`config.mk`:
```
export PLATFORM = sky130hd
export DESIGN_NAME = cursor_ctrl
export DESIGN_NICKNAME = d
export VERILOG_FILES = /design/src/rtl/cursor_ctrl.sv
export SDC_FILE = /design/constraint.sdc
export NUM_CORES = 1
export LEC_CHECK = 0
export ABC_CLOCK_PERIOD_IN_PS = 5450
export BUFFER_PORTS_ARGS = -buffer_cell sky130_fd_sc_hd__buf_2
export CAP_MARGIN = 10
export CORE_MARGIN = 2
export CORE_UTILIZATION = 60
export CTS_CLUSTER_SIZE = 30
export DETAILED_ROUTE_END_ITERATION = 6
export PLACE_DENSITY_LB_ADDON = 0.15
export SYNTH_ARGS = -nofsm -noshare
export SYNTH_HDL_FRONTEND = slang
export SYNTH_SLANG_ARGS = --single-unit
```
`constraint.sdc`:
```
create_clock -name clk -period 5.45 [get_ports clk]
set_clock_uncertainty 0.1 [all_clocks]
set_input_delay 0.8175 -clock clk [delete_from_list [all_inputs] [get_ports clk]]
set_output_delay 0.8175 -clock clk [all_outputs]
set_load 0.1 [all_outputs]
```
`src/rtl/cursor_ctrl.sv`:
```
// Cursor controller: synchronised, debounced pushbuttons move a wrapping (x,y) cursor and emit flag/open pulses.
// Optional hold-to-repeat on the direction buttons is built when CURSOR_REPEAT_EN is defined.
module cursor_ctrl #(
   parameter int X_SIZE          = 16,
   parameter int Y_SIZE          = 16,
   parameter int X_BITS          = 4,
   parameter int Y_BITS          = 4,
   parameter int DEBOUNCE_CYCLES = 65536,
   parameter int REPEAT_DELAY    = 8388608,
   parameter int REPEAT_RATE     = 2097152
) (
   input  logic              clk,
   input  logic              reset,
   input  logic              btn_up,
   input  logic              btn_down,
   input  logic              btn_left,
   input  logic              btn_right,
   input  logic              btn_flag,
   input  logic              btn_open,
   input  logic              busy,
   output logic [X_BITS-1:0] x_coord,
   output logic [Y_BITS-1:0] y_coord,
   output logic              flag,
   output logic              open
);

   localparam int NB = 6;
   localparam int DB_W = $clog2(DEBOUNCE_CYCLES + 1);
   localparam logic [DB_W-1:0] DB_LAST = DB_W'(DEBOUNCE_CYCLES - 1);
   localparam logic [X_BITS-1:0] X_LAST = X_BITS'(X_SIZE - 1);
   localparam logic [Y_BITS-1:0] Y_LAST = Y_BITS'(Y_SIZE - 1);

   // bit order: 0 up, 1 down, 2 left, 3 right, 4 flag, 5 open
   logic [NB-1:0]   raw;
   logic [NB-1:0]   sync1;
   logic [NB-1:0]   sync2;
   logic [NB-1:0]   deb;
   logic [NB-1:0]   deb_q;
   logic [NB-1:0]   press;
   logic [DB_W-1:0] db_cnt [NB];
   logic [3:0]      move_ev;
   logic            ev_up, ev_down, ev_left, ev_right;
   logic            act_ok;

   assign raw = {btn_open, btn_flag, btn_right, btn_left, btn_down, btn_up};

   always_ff @(posedge clk or posedge reset) begin
      if (reset) begin
         sync1 <= '0;
         sync2 <= '0;
      end else begin
         sync1 <= raw;
         sync2 <= sync1;
      end
   end

   // Debounced level flips on the DEBOUNCE_CYCLES-th consecutive disagreeing cycle.
   always_ff @(posedge clk or posedge reset) begin
      if (reset) begin
         deb   <= '0;
         deb_q <= '0;
         for (int i = 0; i < NB; i++) db_cnt[i] <= '0;
      end else begin
         deb_q <= deb;
         for (int i = 0; i < NB; i++) begin
            if (sync2[i] == deb[i]) begin
               db_cnt[i] <= '0;
            end else if (db_cnt[i] == DB_LAST) begin
               db_cnt[i] <= '0;
               deb[i]    <= sync2[i];
            end else begin
               db_cnt[i] <= db_cnt[i] + 1'b1;
            end
         end
      end
   end

   assign press = deb & ~deb_q;

`ifdef CURSOR_REPEAT_EN
   localparam int RP_MAX = (REPEAT_DELAY > REPEAT_RATE) ? REPEAT_DELAY : REPEAT_RATE;
   localparam int RP_W = $clog2(RP_MAX + 1);
   localparam logic [RP_W-1:0] RP_FIRST = RP_W'(REPEAT_DELAY - 1);
   localparam logic [RP_W-1:0] RP_NEXT  = RP_W'(REPEAT_RATE - 1);

   logic [RP_W-1:0] rp_cnt [4];
   logic [3:0]      rep;

   // Down-counter per direction: loaded on press, fires at zero while still held, then reloads.
   always_ff @(posedge clk or posedge reset) begin
      if (reset) begin
         for (int i = 0; i < 4; i++) rp_cnt[i] <= '0;
      end else begin
         for (int i = 0; i < 4; i++) begin
            if (press[i])
               rp_cnt[i] <= RP_FIRST;
            else if (deb[i] && deb_q[i])
               rp_cnt[i] <= (rp_cnt[i] == '0) ? RP_NEXT : rp_cnt[i] - 1'b1;
            else
               rp_cnt[i] <= '0;
         end
      end
   end

   always_comb begin
      rep = '0;
      for (int i = 0; i < 4; i++)
         rep[i] = deb[i] & deb_q[i] & (rp_cnt[i] == '0);
   end

   assign move_ev = press[3:0] | rep;
`else
   assign move_ev = press[3:0];
`endif

   assign ev_up    = move_ev[0];
   assign ev_down  = move_ev[1];
   assign ev_left  = move_ev[2];
   assign ev_right = move_ev[3];

   // Any move event, even a cancelled opposite pair, suppresses actions.
   assign act_ok = ~busy & ~(|move_ev);

   always_ff @(posedge clk or posedge reset) begin
      if (reset) begin
         x_coord <= '0;
         y_coord <= '0;
         flag    <= 1'b0;
         open    <= 1'b0;
      end else begin
         if (ev_left && !ev_right)
            x_coord <= (x_coord == '0) ? X_LAST : x_coord - 1'b1;
         else if (ev_right && !ev_left)
            x_coord <= (x_coord == X_LAST) ? '0 : x_coord + 1'b1;

         if (ev_up && !ev_down)
            y_coord <= (y_coord == '0) ? Y_LAST : y_coord - 1'b1;
         else if (ev_down && !ev_up)
            y_coord <= (y_coord == Y_LAST) ? '0 : y_coord + 1'b1;

         flag <= press[4] & ~press[5] & act_ok;
         open <= press[5] & ~press[4] & act_ok;
      end
   end

endmodule

```
Yosys cells after proc, flatten, opt, wreduce, memory -nomap -nowiden --
Index checks and enable logic that the tools add are counted.
Word-level totals: bits in registers 136, input port bits 9, output and inout port bits 10, word-level logic and storage cells 99
Cells by class: $add $sub $neg 10, equality and inequality tests 14, muxes and demuxes 20, bitwise logic cells 17, reductions and logical operators 19
Operators by type and width (number):
- $mux W17 | 12
- $add A17 B1 Y17 const B | 6
- $eq A17 B16 Y1 const B | 6
- $mux W4 | 8
- $reduce_and A2 Y1 | 6
- $not A1 Y1 | 10
- $add A4 B1 Y4 const B | 2
- $eq A4 B4 Y1 const B | 2
- $logic_not A4 Y1 | 2
- $sub A4 B1 Y4 const B | 2
- $and A6 B6 Y6 | 1
- $eq A1 B1 Y1 | 6
- $not A6 Y6 | 1
- $and A1 B1 Y1 | 5
- $logic_and A1 B1 Y1 | 4
- $logic_not A1 Y1 | 4
- $reduce_bool A2 Y1 | 2
- $reduce_or A4 Y1 | 1

Logic depth before layout (Yosys ltp) --
Gate-level depths: netlist (run 1).
word-level depth 6, depth in mapped cells 8, depth with buffers taken out 7

Least setup slack after synthesis (run 1) --
No wires, ideal clock.
path type reg2reg, from register y_coord[0], to register y_coord[2], setup time 0.129 ns, arrival time 1.795 ns, data required time 5.221 ns, slack 3.426 ns, stages on the path, launching flop included 6, buffers on the path 0, period minus slack after synthesis 2.024 ns, cells stage by stage dfrtp_1 -> inv_1 -> ha_1 -> mux2_2 -> nand2_1 -> xnor2_1
Between the ends: word-level cells in the longest chain between the ends 4, elaborated cells on any way between the ends 8, classes of those cells add/sub: 2; eq/ne: 1; mux: 4; reduce/logical: 1
RTL lines:
- from (decl) | RTL line 22 | output logic [Y_BITS-1:0] y_coord,
- from (signal assigned) | RTL line 137 | y_coord <= (y_coord == '0) ? Y_LAST : y_coord - 1'b1;
- from (signal assigned) | RTL line 139 | y_coord <= (y_coord == Y_LAST) ? '0 : y_coord + 1'b1;
- $add A4 B1 Y4 / $eq A4 B4 Y1 (equally long branches) | RTL line 139
- $mux W4 | RTL line 139
- $mux W4 | RTL line 138 | else if (ev_down && !ev_up)
- $mux W4 (*) | RTL line 136 | if (ev_up && !ev_down)
Every way passes the cells marked *; elsewhere a longest branch is shown, timed or not. The select of a mux whose other input is x is not followed. A chain may end at the register's enable or synchronous reset.

Final worst setup path (run 1) --
from register x_coord[2], to output x_coord[2]
RTL lines:
- from (decl) | RTL line 21 | output logic [X_BITS-1:0] x_coord,
- from (signal assigned) | RTL line 132 | x_coord <= (x_coord == '0) ? X_LAST : x_coord - 1'b1;
- from (signal assigned) | RTL line 134 | x_coord <= (x_coord == X_LAST) ? '0 : x_coord + 1'b1;
No word-level cell between the ends.

==> results.rst, run 1 <==
.. list-table::
   :header-rows: 1

   * - Metric
     - Value
   * - Synthesized netlist net count
     - 627
   * - Largest net degree at the start of global routing
     - 84
   * - Die Ht
     - 107.0 um
   * - Number of buffers inserted by post-CTS setup repair
     - 0
   * - Fraction of registers with async set or reset after synthesis
     - 100.0%
   * - Data arrival time of the worst path
     - 1.47 ns
   * - Least-Margin Pin Slew
     - 1.017 ns
   * - Drt first-iter violations
     - 238
   * - DPL Wire Length
     - 7177 um
   * - Post-synthesis cell area
     - 0.006366 mm^2
   * - WL/cell
     - 14.15 um
   * - Final net count
     - 648
   * - Number of cells after detailed placement
     - 742
   * - CP max stage delay
     - 0.49 ns
   * - Most used cells in the layout excluding fill and tap cells
     - dfrtp_1 (136), nor2_1 (99), xor2_1 (53), nand3_1 (45), nand4_1 (38)
   * - Status
     - finished clean
   * - Total chip power
     - 2.230 mW
   * - Synth warnings
     - 0
   * - Minimum clock period
     - 2.385 ns
   * - Number of antenna violations at the first check in global routing
     - 0
   * - WL final
     - 10940 um
   * - Library cell contributing the largest single delay on the critical path
     - buf_2
   * - Setup-violating endpoint count in the final report
     - 0
   * - WP data required
     - 4.53 ns
   * - Mean instance size in the synthesized netlist
     - 10.54 um^2
   * - Portion of synthesized cell area occupied by the leading cell type
     - 53.46%
   * - Delay-heaviest family, CP
     - buffers and inverters
   * - Power density over the cells
     - 312.3 mW/mm^2
   * - Number of resized instances in the post-cts repair step
     - 0
   * - Number of top-level pins
     - 19
   * - Clock transition at the registers of the reported paths
     - 0.06 ns
   * - Router iterations before antenna repair
     - 4
   * - Post-route clock period utilization
     - 43.76%
   * - Clock sinks
     - 136
   * - Startpoint-to-endpoint class of the critical path
     - reg -> out
   * - Most common library cell in the layout ignoring fill and taps
     - dfrtp_1
   * - Peak supply drop
     - 296.7 uV
   * - CTS tree
     - built
   * - Antenna cell count
     - 0
   * - Total die area
     - 0.01145 mm^2
   * - Min setup slack post-route
     - 3.065 ns
   * - Final antenna-violating net count
     - 0
   * - Kind of end point of the critical path
     - primary output
   * - Buffers and inverters on the worst path
     - 1
   * - Total gr overflow
     - 0
   * - Max-capacitance violation count
     - 0
   * - Seq/Total Area, Yosys
     - 53.46%
   * - Mapped Cells
     - 604
   * - Number of fill cells
     - 760
   * - Clk buf depth
     - 2
   * - Critical register-to-register path startpoint
     - db_cnt[53]
   * - Width of the chip
     - 107.0 um
   * - All-Layer GR Usage
     - 21.45%
   * - Reg2Reg Setup Slack
     - 3.08 ns
   * - Number of buffers inserted by hold repair at cts
     - 0
   * - Synth unique cells
     - 43
   * - Highest net fanout along the worst path
     - 8
   * - Max Clk Rate
     - 419.3 MHz
   * - Setup repair after global routing missed its margin
     - no
   * - Yosys top cell by area
     - dfrtp_1
   * - FP Rows
     - 37
   * - Via-per-instance ratio
     - 5.651
   * - First-pass GRT wire length
     - 19420 um
   * - Relative slew slack
     - 31.78%
   * - Later-pin clock latency in the skew report
     - 0.53 ns
   * - Floorplan Core Area
     - 0.01032 mm^2
   * - Routed vias
     - 4368
   * - Worst flop-to-flop path endpoint
     - db_cnt[54]
   * - Count of input and output buffers
     - 18
   * - Share of layout cells above drive strength 1
     - 10.83%
   * - Endpoint with the worst hold slack
     - sync2[3]
   * - CTS H-Tree Depth
     - 4
   * - Number of max-slew violations in the final report
     - 0
   * - GPL Wtd Cong
     - 0.8386
   * - Worst-case hold slack
     - 0.2476 ns
   * - CTS Buf Count
     - 17
   * - Hold/Removal Path Class
     - reg -> reg
   * - Top area cells in the synthesized netlist
     - dfrtp_1 (53%), xor2_1 (7.3%), nor2_1 (5.8%), xnor2_1 (4.8%), nand4_1 (3.7%)
   * - DRC errors left
     - 0
   * - Worst setup timing slack at the placement stage
     - 3.079 ns
   * - Startpoint of the tightest hold check path
     - sync1[3]
   * - Vias in the first global route
     - 4468
   * - Startpoint class of the critical path
     - register
   * - Setup_tns
     - 0 ns
   * - Most used flip-flop cell after synthesis
     - dfrtp_1
   * - Final number of hold-violating endpoints
     - 0
   * - Chain of cells forming the critical path
     - buf_2
   * - Leak pwr
     - 3.126 nW
   * - Area growth syn-to-layout
     - 12.15%
   * - Initial core utilization
     - 61.67%
   * - Number of cells on the worst hold path
     - 0
   * - EDFF count, synth
     - 0
   * - Final cell count without fillers
     - 773
   * - Yosys reg bits
     - 136
   * - Root buffer cell
     - clkbuf_8
   * - Worst R2R Path Depth
     - 4
[cell usage after synthesis (7+ instances only)]
cell type	n
a21oi_1	8
and2_1	8
and4_1	10
buf_2	7
clkbuf_1	7
dfrtp_1	136
ha_1	14
inv_1	16
mux2_2	8
nand2_1	28
nand3_1	45
nand4_1	38
nor2_1	99
nor3_1	17
nor4_1	13
o21ai_0	8
xnor2_1	35
xor2_1	53
[metal layers]
metal | share of wire [%] | global-route usage, %
met1 | 46 | 25.86
met2 | 50 | 36.49
met4 | 1.3 | 8.071
met5 | 0 | 0
met3 | 3.1 | 6.322
[layout make-up]
| type | count | area, um^2 | area share, % |
|---|---|---|---|
| sequential | 136 | 3403 | 47.67 |
| multi-input combinational | 435 | 2811 | 39.38 |
| clock buffer | 25 | 504.2 | 7.063 |
| tap | 136 | 170.2 | 2.383 |
| timing repair buffer | 19 | 97.59 | 1.367 |
| clock inverter | 6 | 87.58 | 1.227 |
| inverter | 16 | 65.06 | 0.9113 |
[power breakdown]
group	internal, mW	switching [mW]
logic	0.0177	0.0452
registers	1.03	0.0154
clock network	0.721	0.405
total	1.76	0.465
[worst max-delay path by stage]
stage | end | startpoint | depth (start not counted) | slack (ns)
3_5_place_dp | db_cnt[91] | db_cnt[85] | 5 | 3.08
4_1_cts | x_coord[2] | x_coord[2] | 1 | 3.03
2_1_floorplan | db_cnt[0] | reset | 1 | 0.89
5_1_grt | db_cnt[13] | db_cnt[2] | 4 | 2.80
3_3_place_gp | db_cnt[98] | db_cnt[85] | 5 | 3.16
6_report | x_coord[2] | x_coord[2] | 1 | 3.07
[kinds of logic after synthesis]
family	count (synthesis)	share of synthesized area, %
compound gates	42	5.503
xor+xnor	88	12.11
simple gates	283	22.39
flops	136	53.46
fa+ha+maj	14	2.752
buf+inv	33	2.378
mux	8	1.415
[state kept, by name (all words and copies together) (netlist names)]
name,count
deb,6
sync1,6
y_coord,4
deb_q,6
open,1
x_coord,4
db_cnt,102
flag,1
sync2,6
[stage by stage]
stage | util, % | cell area [um^2]
after floorplan | - | 6366
after global placement | 63.42 | 6548
after detailed placement | 63.42 | 6548
after CTS | 69.16 | 7139
after global routing | 69.16 | 7139
final | 69.16 | 7139
(Power assumes the default switching activity.)
==> run 2, diff against run 1 <==
--- a/config.mk
+++ b/config.mk
@@ -5,7 +5,7 @@
 export SDC_FILE = /design/constraint.sdc
 export NUM_CORES = 1
 export LEC_CHECK = 0
-export ABC_CLOCK_PERIOD_IN_PS = 5450
+export ABC_CLOCK_PERIOD_IN_PS = 2400
 export BUFFER_PORTS_ARGS = -buffer_cell sky130_fd_sc_hd__buf_2
 export CAP_MARGIN = 10
 export CORE_MARGIN = 2
==> constraint.sdc (replaced) <==
create_clock -name clk -period 2.4 [get_ports clk]
set_clock_uncertainty 0.1 [all_clocks]
set_input_delay 0.36 -clock clk [delete_from_list [all_inputs] [get_ports clk]]
set_output_delay 0.36 -clock clk [all_outputs]
set_load 0.1 [all_outputs]
==> results.rst, run 2 (synthesis gave the netlist of run 1 again) <==
.. list-table::
   :header-rows: 1

   * - Metric
     - Value
   * - Largest register by flop count
     - db_cnt (unchanged)
   * - Number of max-slew violations in the final report
     - 0 (unchanged)
   * - DRC errors left
     - 0 (unchanged)
   * - First-pass GRT wire length
     - 19590 um (was 19420 um)
   * - CTS Buf Count
     - 17 (unchanged)
   * - CP Capture Point
     - deb[0] (was x_coord[2])
   * - Via-per-instance ratio
     - 5.616 (was 5.651)
   * - Hold/Removal Path Class
     - reg -> reg (unchanged)
   * - Setup_tns
     - 0 ns (unchanged)
   * - Number of resized instances in the post-cts repair step
     - 0 (unchanged)
   * - Startpoint class of the critical path
     - register (unchanged)
   * - Router iterations before antenna repair
     - 6 (was 4)
   * - Relative slew slack
     - 65.85% (was 31.78%)
   * - Later-pin clock latency in the skew report
     - 0.53 ns (about the same)
   * - Routed vias
     - 4442 (was 4368)
   * - CTS tree
     - built (unchanged)
   * - Worst R2R Path Depth
     - 5 (was 4)
   * - Number of antenna violations at the first check in global routing
     - 0 (unchanged)
   * - DPL Wire Length
     - 7115 um (was 7177 um)
   * - Max-capacitance violation count
     - 0 (unchanged)
   * - Max reg flops
     - 102 (unchanged)
   * - Drt first-iter violations
     - 257 (was 238)
   * - Final number of hold-violating endpoints
     - 0 (unchanged)
   * - Worst flop-to-flop path endpoint
     - deb[0] (was db_cnt[54])
   * - Max Clk Rate
     - 466.6 MHz
   * - Most used cells in the layout excluding fill and tap cells
     - dfrtp_1 (136), nor2_1 (99), xor2_1 (53), nand3_1 (45), nand4_1 (38) (unchanged)
   * - WL final
     - 11170 um (was 10940 um)
   * - Area used by sequential logic in the layout
     - 0.003403 mm^2 (unchanged)
   * - WP data required
     - 2.72 ns (was 4.53 ns)
   * - Largest net degree at the start of global routing
     - 68 (was 84)
   * - Vias in the first global route
     - 4371 (was 4468)
   * - Kind of end point of the critical path
     - register (was primary output)
   * - Number of fill cells
     - 726 (was 760)
   * - CTS H-Tree Depth
     - 4 (unchanged)
   * - Setup repair after global routing missed its margin
     - no (unchanged)
   * - GPL Wtd Cong
     - 0.8210 (was 0.8386)
   * - Status
     - finished clean (unchanged)
   * - Number of buffers inserted by hold repair at cts
     - 8 (was 0)
   * - Minimum clock period
     - 2.143 ns
   * - Startpoint-to-endpoint class of the critical path
     - reg -> reg (was reg -> out)
   * - Antenna cell count
     - 0 (unchanged)
   * - Least-Margin Pin Slew
     - 0.5159 ns (was 1.017 ns)
   * - Data arrival time of the worst path
     - 2.46 ns (was 1.47 ns)
   * - Share of layout cells above drive strength 1
     - 12.21% (was 10.83%)
   * - Highest net fanout along the worst path
     - 6 (was 8)
   * - Die Ht
     - 107.0 um (unchanged)
   * - Power density over the cells
     - 723.4 mW/mm^2 (was 312.3 mW/mm^2)
   * - Post-route clock period utilization
     - 89.30%
   * - Number of buffers inserted by post-CTS setup repair
     - 0 (unchanged)
   * - Total die area
     - 0.01145 mm^2 (unchanged)
   * - Area occupied by multi-input gates
     - 0.002811 mm^2 (unchanged)
   * - Reg2Reg Setup Slack
     - 0.26 ns (was 3.08 ns)
   * - Area growth syn-to-layout
     - 15.64% (was 12.15%)
   * - Count of input and output buffers
     - 18 (unchanged)
   * - Final net count
     - 665 (was 648)
   * - Root buffer cell
     - clkbuf_8 (unchanged)
   * - Final antenna-violating net count
     - 0 (unchanged)
   * - All-Layer GR Usage
     - 21.76% (was 21.45%)
   * - Clock sinks
     - 136 (unchanged)
   * - Clock transition at the registers of the reported paths
     - 0.06 ns (about the same)
   * - Floorplan Core Area
     - 0.01032 mm^2 (unchanged)
   * - Peak supply drop
     - 648.7 uV (was 296.7 uV)
   * - FP Rows
     - 37 (unchanged)
   * - Critical register-to-register path startpoint
     - db_cnt[85] (was db_cnt[53])
   * - Total gr overflow
     - 0 (unchanged)
   * - WL/cell
     - 14.12 um (was 14.15 um)
   * - Initial core utilization
     - 61.67% (unchanged)
   * - Setup-violating endpoint count in the final report
     - 0 (unchanged)
   * - Width of the chip
     - 107.0 um (unchanged)
   * - Leak pwr
     - 3.236 nW (was 3.126 nW)
   * - Most common library cell in the layout ignoring fill and taps
     - dfrtp_1 (unchanged)
   * - Setup crit start
     - db_cnt[85] (was x_coord[2])
   * - Number of top-level pins
     - 19 (unchanged)
   * - Clk buf depth
     - 2 (unchanged)
   * - Final design utilization
     - 71.31% (was 69.16%)
run 2: cell types whose count changed in the layout (fill, tap and decap cells not counted), sizes merged:
| cell | delta |
|---|---|
| buf | +9 |
| bufinv | +3 |
| clkbuf | -5 |
| clkinv | +4 |
| dlygate4sd3 | +8 |
| inv | -1 |
run 2: where the power goes:
group	switching [mW]	total [mW]	internal, mW
Sequential	0.0356	2.36	2.33
Combinational	0.109	0.169	0.0604
Clock	0.948	2.79	1.84
Total	1.09	5.33	4.23
run 2: critical path, stage by stage (launching register included):
cell and delay (ns):
dfrtp_1 0.43, ha_1 0.25, nand2_1 0.11, or4_1 0.55, nor3_1 0.24, mux2_2 0.35
run 2: worst min-delay path by stage:
stage / start / endpoint / slack [ns] / cells past startpoint
2_1_floorplan: sync1[0] / sync2[0] / 0.23 / 0
3_3_place_gp: sync1[3] / sync2[3] / 0.23 / 0
3_5_place_dp: sync1[2] / sync2[2] / 0.24 / 0
4_1_cts: reset / db_cnt[14] / 0.25 / 3
5_1_grt: sync1[3] / sync2[3] / 0.26 / 0
6_report: sync1[0] / sync2[0] / 0.25 / 0
run 2: cell type report:
cell class / count / area share [%]
clock buffer: 20 / 6.050
timing repair buffer: 36 / 3.671
multi-input combinational: 435 / 38.19
sequential: 136 / 46.23
clock inverter: 12 / 2.685
inverter: 16 / 0.8668
tap: 136 / 2.311
run 2: metrics by stage:
stage	setup WS (ns)	total power, mW	instance area, um^2	cells	hold WS, ns
final	0.2568	5.326	7362	791	0.2504
after global routing	0.1201	5.515	7362	791	0.2602
after CTS	0.2623	5.395	7362	791	0.2507
after detailed placement	0.2674	2.568	6639	751	0.2386
after global placement	0.3058	2.560	6639	751	0.2316
after floorplan	0.2469	2.513	6370	604	0.2312
run 2: metal layers:
| layer | global-route usage, % | share of wire, % | up-vias |
|---|---|---|---|
| li1 | - | - | 2182 |
| met1 | 27.27 | 45 | 2158 |
| met2 | 35.44 | 49 | 83 |
| met3 | 6.626 | 3.8 | 19 |
| met4 | 8.720 | 1.7 | 0 |
| met5 | 0 | 0 | - |
==> run 3, diff against run 2 <==
--- a/config.mk
+++ b/config.mk
@@ -8,7 +8,6 @@
 export ABC_CLOCK_PERIOD_IN_PS = 2400
 export BUFFER_PORTS_ARGS = -buffer_cell sky130_fd_sc_hd__buf_2
 export CAP_MARGIN = 10
-export CORE_MARGIN = 2
 export CORE_UTILIZATION = 60
 export CTS_CLUSTER_SIZE = 30
 export DETAILED_ROUTE_END_ITERATION = 6
==> constraint.sdc (replaced) <==
create_clock -name clk -period 2.4 [get_ports clk]
set_clock_uncertainty 0.1 [all_clocks]
set_input_delay 0.36 -clock clk [delete_from_list [all_inputs] [get_ports clk]]
set_output_delay 0.36 -clock clk [all_outputs]
set_load 0.02 [all_outputs]
==> results.rst, run 3 (synthesis gave the netlist of run 1 again) <==
.. list-table::
   :header-rows: 1

   * - Metric
     - Value
   * - Router iterations before antenna repair
     - 4 (was 6)
   * - Power density over the cells
     - 689.6 mW/mm^2 (was 723.4 mW/mm^2)
   * - Via-per-instance ratio
     - 5.599 (was 5.616)
   * - Minimum clock period
     - 2.192 ns (was 2.143 ns)
   * - Number of buffers inserted by post-CTS setup repair
     - 0 (unchanged)
   * - CTS H-Tree Depth
     - 4 (unchanged)
   * - Total chip power
     - 5.043 mW (was 5.326 mW)
   * - Status
     - finished clean (unchanged)
   * - Max reg flops
     - 102 (unchanged)
   * - Final net count
     - 667 (was 665)
   * - Length of routed wiring on met1
     - 5056 um (was 5073 um)
   * - GPL Wtd Cong
     - 0.8138 (was 0.8210)
   * - FP Rows
     - 37 (unchanged)
   * - Area growth syn-to-layout
     - 14.88% (was 15.64%)
   * - Setup_tns
     - 0 ns (unchanged)
   * - Drt first-iter violations
     - 250 (was 257)
   * - Worst setup timing slack at the placement stage
     - 0.2081 ns (was 0.2674 ns)
   * - Worst R2R Path Depth
     - 5 (unchanged)
   * - Number of antenna violations at the first check in global routing
     - 0 (unchanged)
   * - Data arrival time of the worst path
     - 2.50 ns (was 2.46 ns)
   * - Routed vias
     - 4440 (was 4442)
   * - Final number of hold-violating endpoints
     - 0 (unchanged)
   * - Later-pin clock latency in the skew report
     - 0.52 ns (was 0.53 ns)
   * - Initial core utilization
     - 61.67% (unchanged)
   * - Startpoint-to-endpoint class of the critical path
     - reg -> reg (unchanged)
   * - Most used cells in the layout excluding fill and tap cells
     - dfrtp_1 (136), nor2_1 (99), xor2_1 (53), nand3_1 (45), nand4_1 (38) (unchanged)
   * - Total length of routed met3 wires
     - 390 um (was 422 um)
   * - Clock transition at the registers of the reported paths
     - 0.06 ns (about the same)
   * - Width of the chip
     - 105.0 um (was 107.0 um)
   * - Total die area
     - 0.01103 mm^2 (was 0.01145 mm^2)
   * - Antenna cell count
     - 0 (unchanged)
   * - Clk buf depth
     - 2 (unchanged)
   * - Least-Margin Pin Slew
     - 0.7352 ns (was 0.5159 ns)
   * - Number of top-level pins
     - 19 (unchanged)
   * - Min setup slack post-route
     - 0.2082 ns (was 0.2568 ns)
   * - Post-route clock period utilization
     - 91.33% (was 89.30%)
   * - Final antenna-violating net count
     - 0 (unchanged)
   * - First-pass GRT wire length
     - 19540 um (was 19590 um)
   * - DPL Wire Length
     - 7493 um (was 7115 um)
   * - CTS Buf Count
     - 17 (unchanged)
   * - WL/cell
     - 14.30 um (was 14.12 um)
   * - Number of max-slew violations in the final report
     - 0 (unchanged)
   * - Number of cells on the worst hold path
     - 3 (was 0)
   * - Met2 Wirelength
     - 5753 um (was 5476 um)
   * - Startpoint class of the critical path
     - register (unchanged)
   * - Max layer used
     - met4 (unchanged)
   * - Hold/Removal Path Class
     - in -> reg (was reg -> reg)
   * - CTS tree
     - built (unchanged)
   * - Share of layout cells above drive strength 1
     - 12.63% (was 12.21%)
   * - Number of fill cells
     - 754 (was 726)
   * - Relative slew slack
     - 50.89% (was 65.85%)
   * - Clock sinks
     - 136 (unchanged)
   * - Setup-violating endpoint count in the final report
     - 0 (unchanged)
   * - Root buffer cell
     - clkbuf_8 (unchanged)
   * - Max-capacitance violation count
     - 0 (unchanged)
   * - Total gr overflow
     - 0 (unchanged)
   * - Count of input and output buffers
     - 18 (unchanged)
   * - Die Ht
     - 105.0 um (was 107.0 um)
   * - Largest register by flop count
     - db_cnt (unchanged)
   * - DRC errors left
     - 0 (unchanged)
   * - Most common library cell in the layout ignoring fill and taps
     - dfrtp_1 (unchanged)
   * - Max Clk Rate
     - 456.2 MHz (was 466.6 MHz)
   * - WP data required
     - 2.70 ns (was 2.72 ns)
   * - Setup repair after global routing missed its margin
     - no (unchanged)
   * - Peak supply drop
     - 560.1 uV (was 648.7 uV)
   * - Vias in the first global route
     - 4310 (was 4371)
   * - Leak pwr
     - 3.222 nW (was 3.236 nW)
   * - All-Layer GR Usage
     - 22.72% (was 21.76%)
   * - WL final
     - 11340 um (was 11170 um)
   * - Floorplan Core Area
     - 0.01032 mm^2 (unchanged)
   * - Largest net degree at the start of global routing
     - 43 (was 68)
   * - Kind of end point of the critical path
     - register (unchanged)
   * - Highest net fanout along the worst path
     - 6 (unchanged)
run 3: cell count changes in the layout (fill, tap and decap cells not counted):
cell,change
dlygate4sd3_1,-1
bufinv_16,-3
buf_4,+3
clkbuf_8,+1
clkinv_2,+1
clkinvlp_4,-1
clkinv_4,+2
run 3: per-layer routing:
layer,up-vias,track usage [%]
li1,2193,-
met1,2161,27.73
met2,71,38.36
met3,15,6.301
met4,0,8.753
met5,-,0
run 3: critical path: stages, from the launching register on:
cell	delay [ns]
dfrtp_1	0.41
ha_1	0.23
nand2_1	0.11
or4_1	0.57
nor3_1	0.28
mux2_2	0.37
run 3: worst paths after layout:
check	start	endpoint	slack (ns)
setup / recovery	db_cnt[85]	deb[0]	0.21
hold / removal	busy	open	0.02
setup reg to reg	db_cnt[85]	deb[0]	0.21
hold reg to reg	sync1[1]	sync2[1]	0.25
max in group asynchronous	reset	db_cnt[90]	1.16
min in group asynchronous	reset	open	0.40
run 3: area by class of cell:
type | count | area (um^2) | area share, %
sequential | 136 | 3403 | 46.54
clock inverter | 11 | 122.6 | 1.677
clock buffer | 21 | 459.2 | 6.279
timing repair buffer | 38 | 282.8 | 3.867
tap | 136 | 170.2 | 2.327
multi-input combinational | 435 | 2811 | 38.44
inverter | 16 | 63.81 | 0.8725
run 3: timing repair:
action | CTS | global route
gates resized for setup | 0 | 0
endpoints found under the hold margin | 34 | 0
hold buffers | 7 | 0
run 3: power by group:
group	total (mW)	internal [mW]	switching [mW]
Clock	2.50	1.56	0.945
Combinational	0.175	0.0640	0.111
Sequential	2.37	2.33	0.0364
run 3: metrics by stage:
step	util [%]	std cells	instance area (um^2)	hold slack (ns)
CTS	70.84	793	7313	0.004581
global route	70.84	793	7313	0.05207
finish	70.84	793	7313	0.02137
floorplan	-	604	6370	0.2312
global placement	64.53	754	6661	0.2331
detailed placement	64.53	754	6661	0.2358
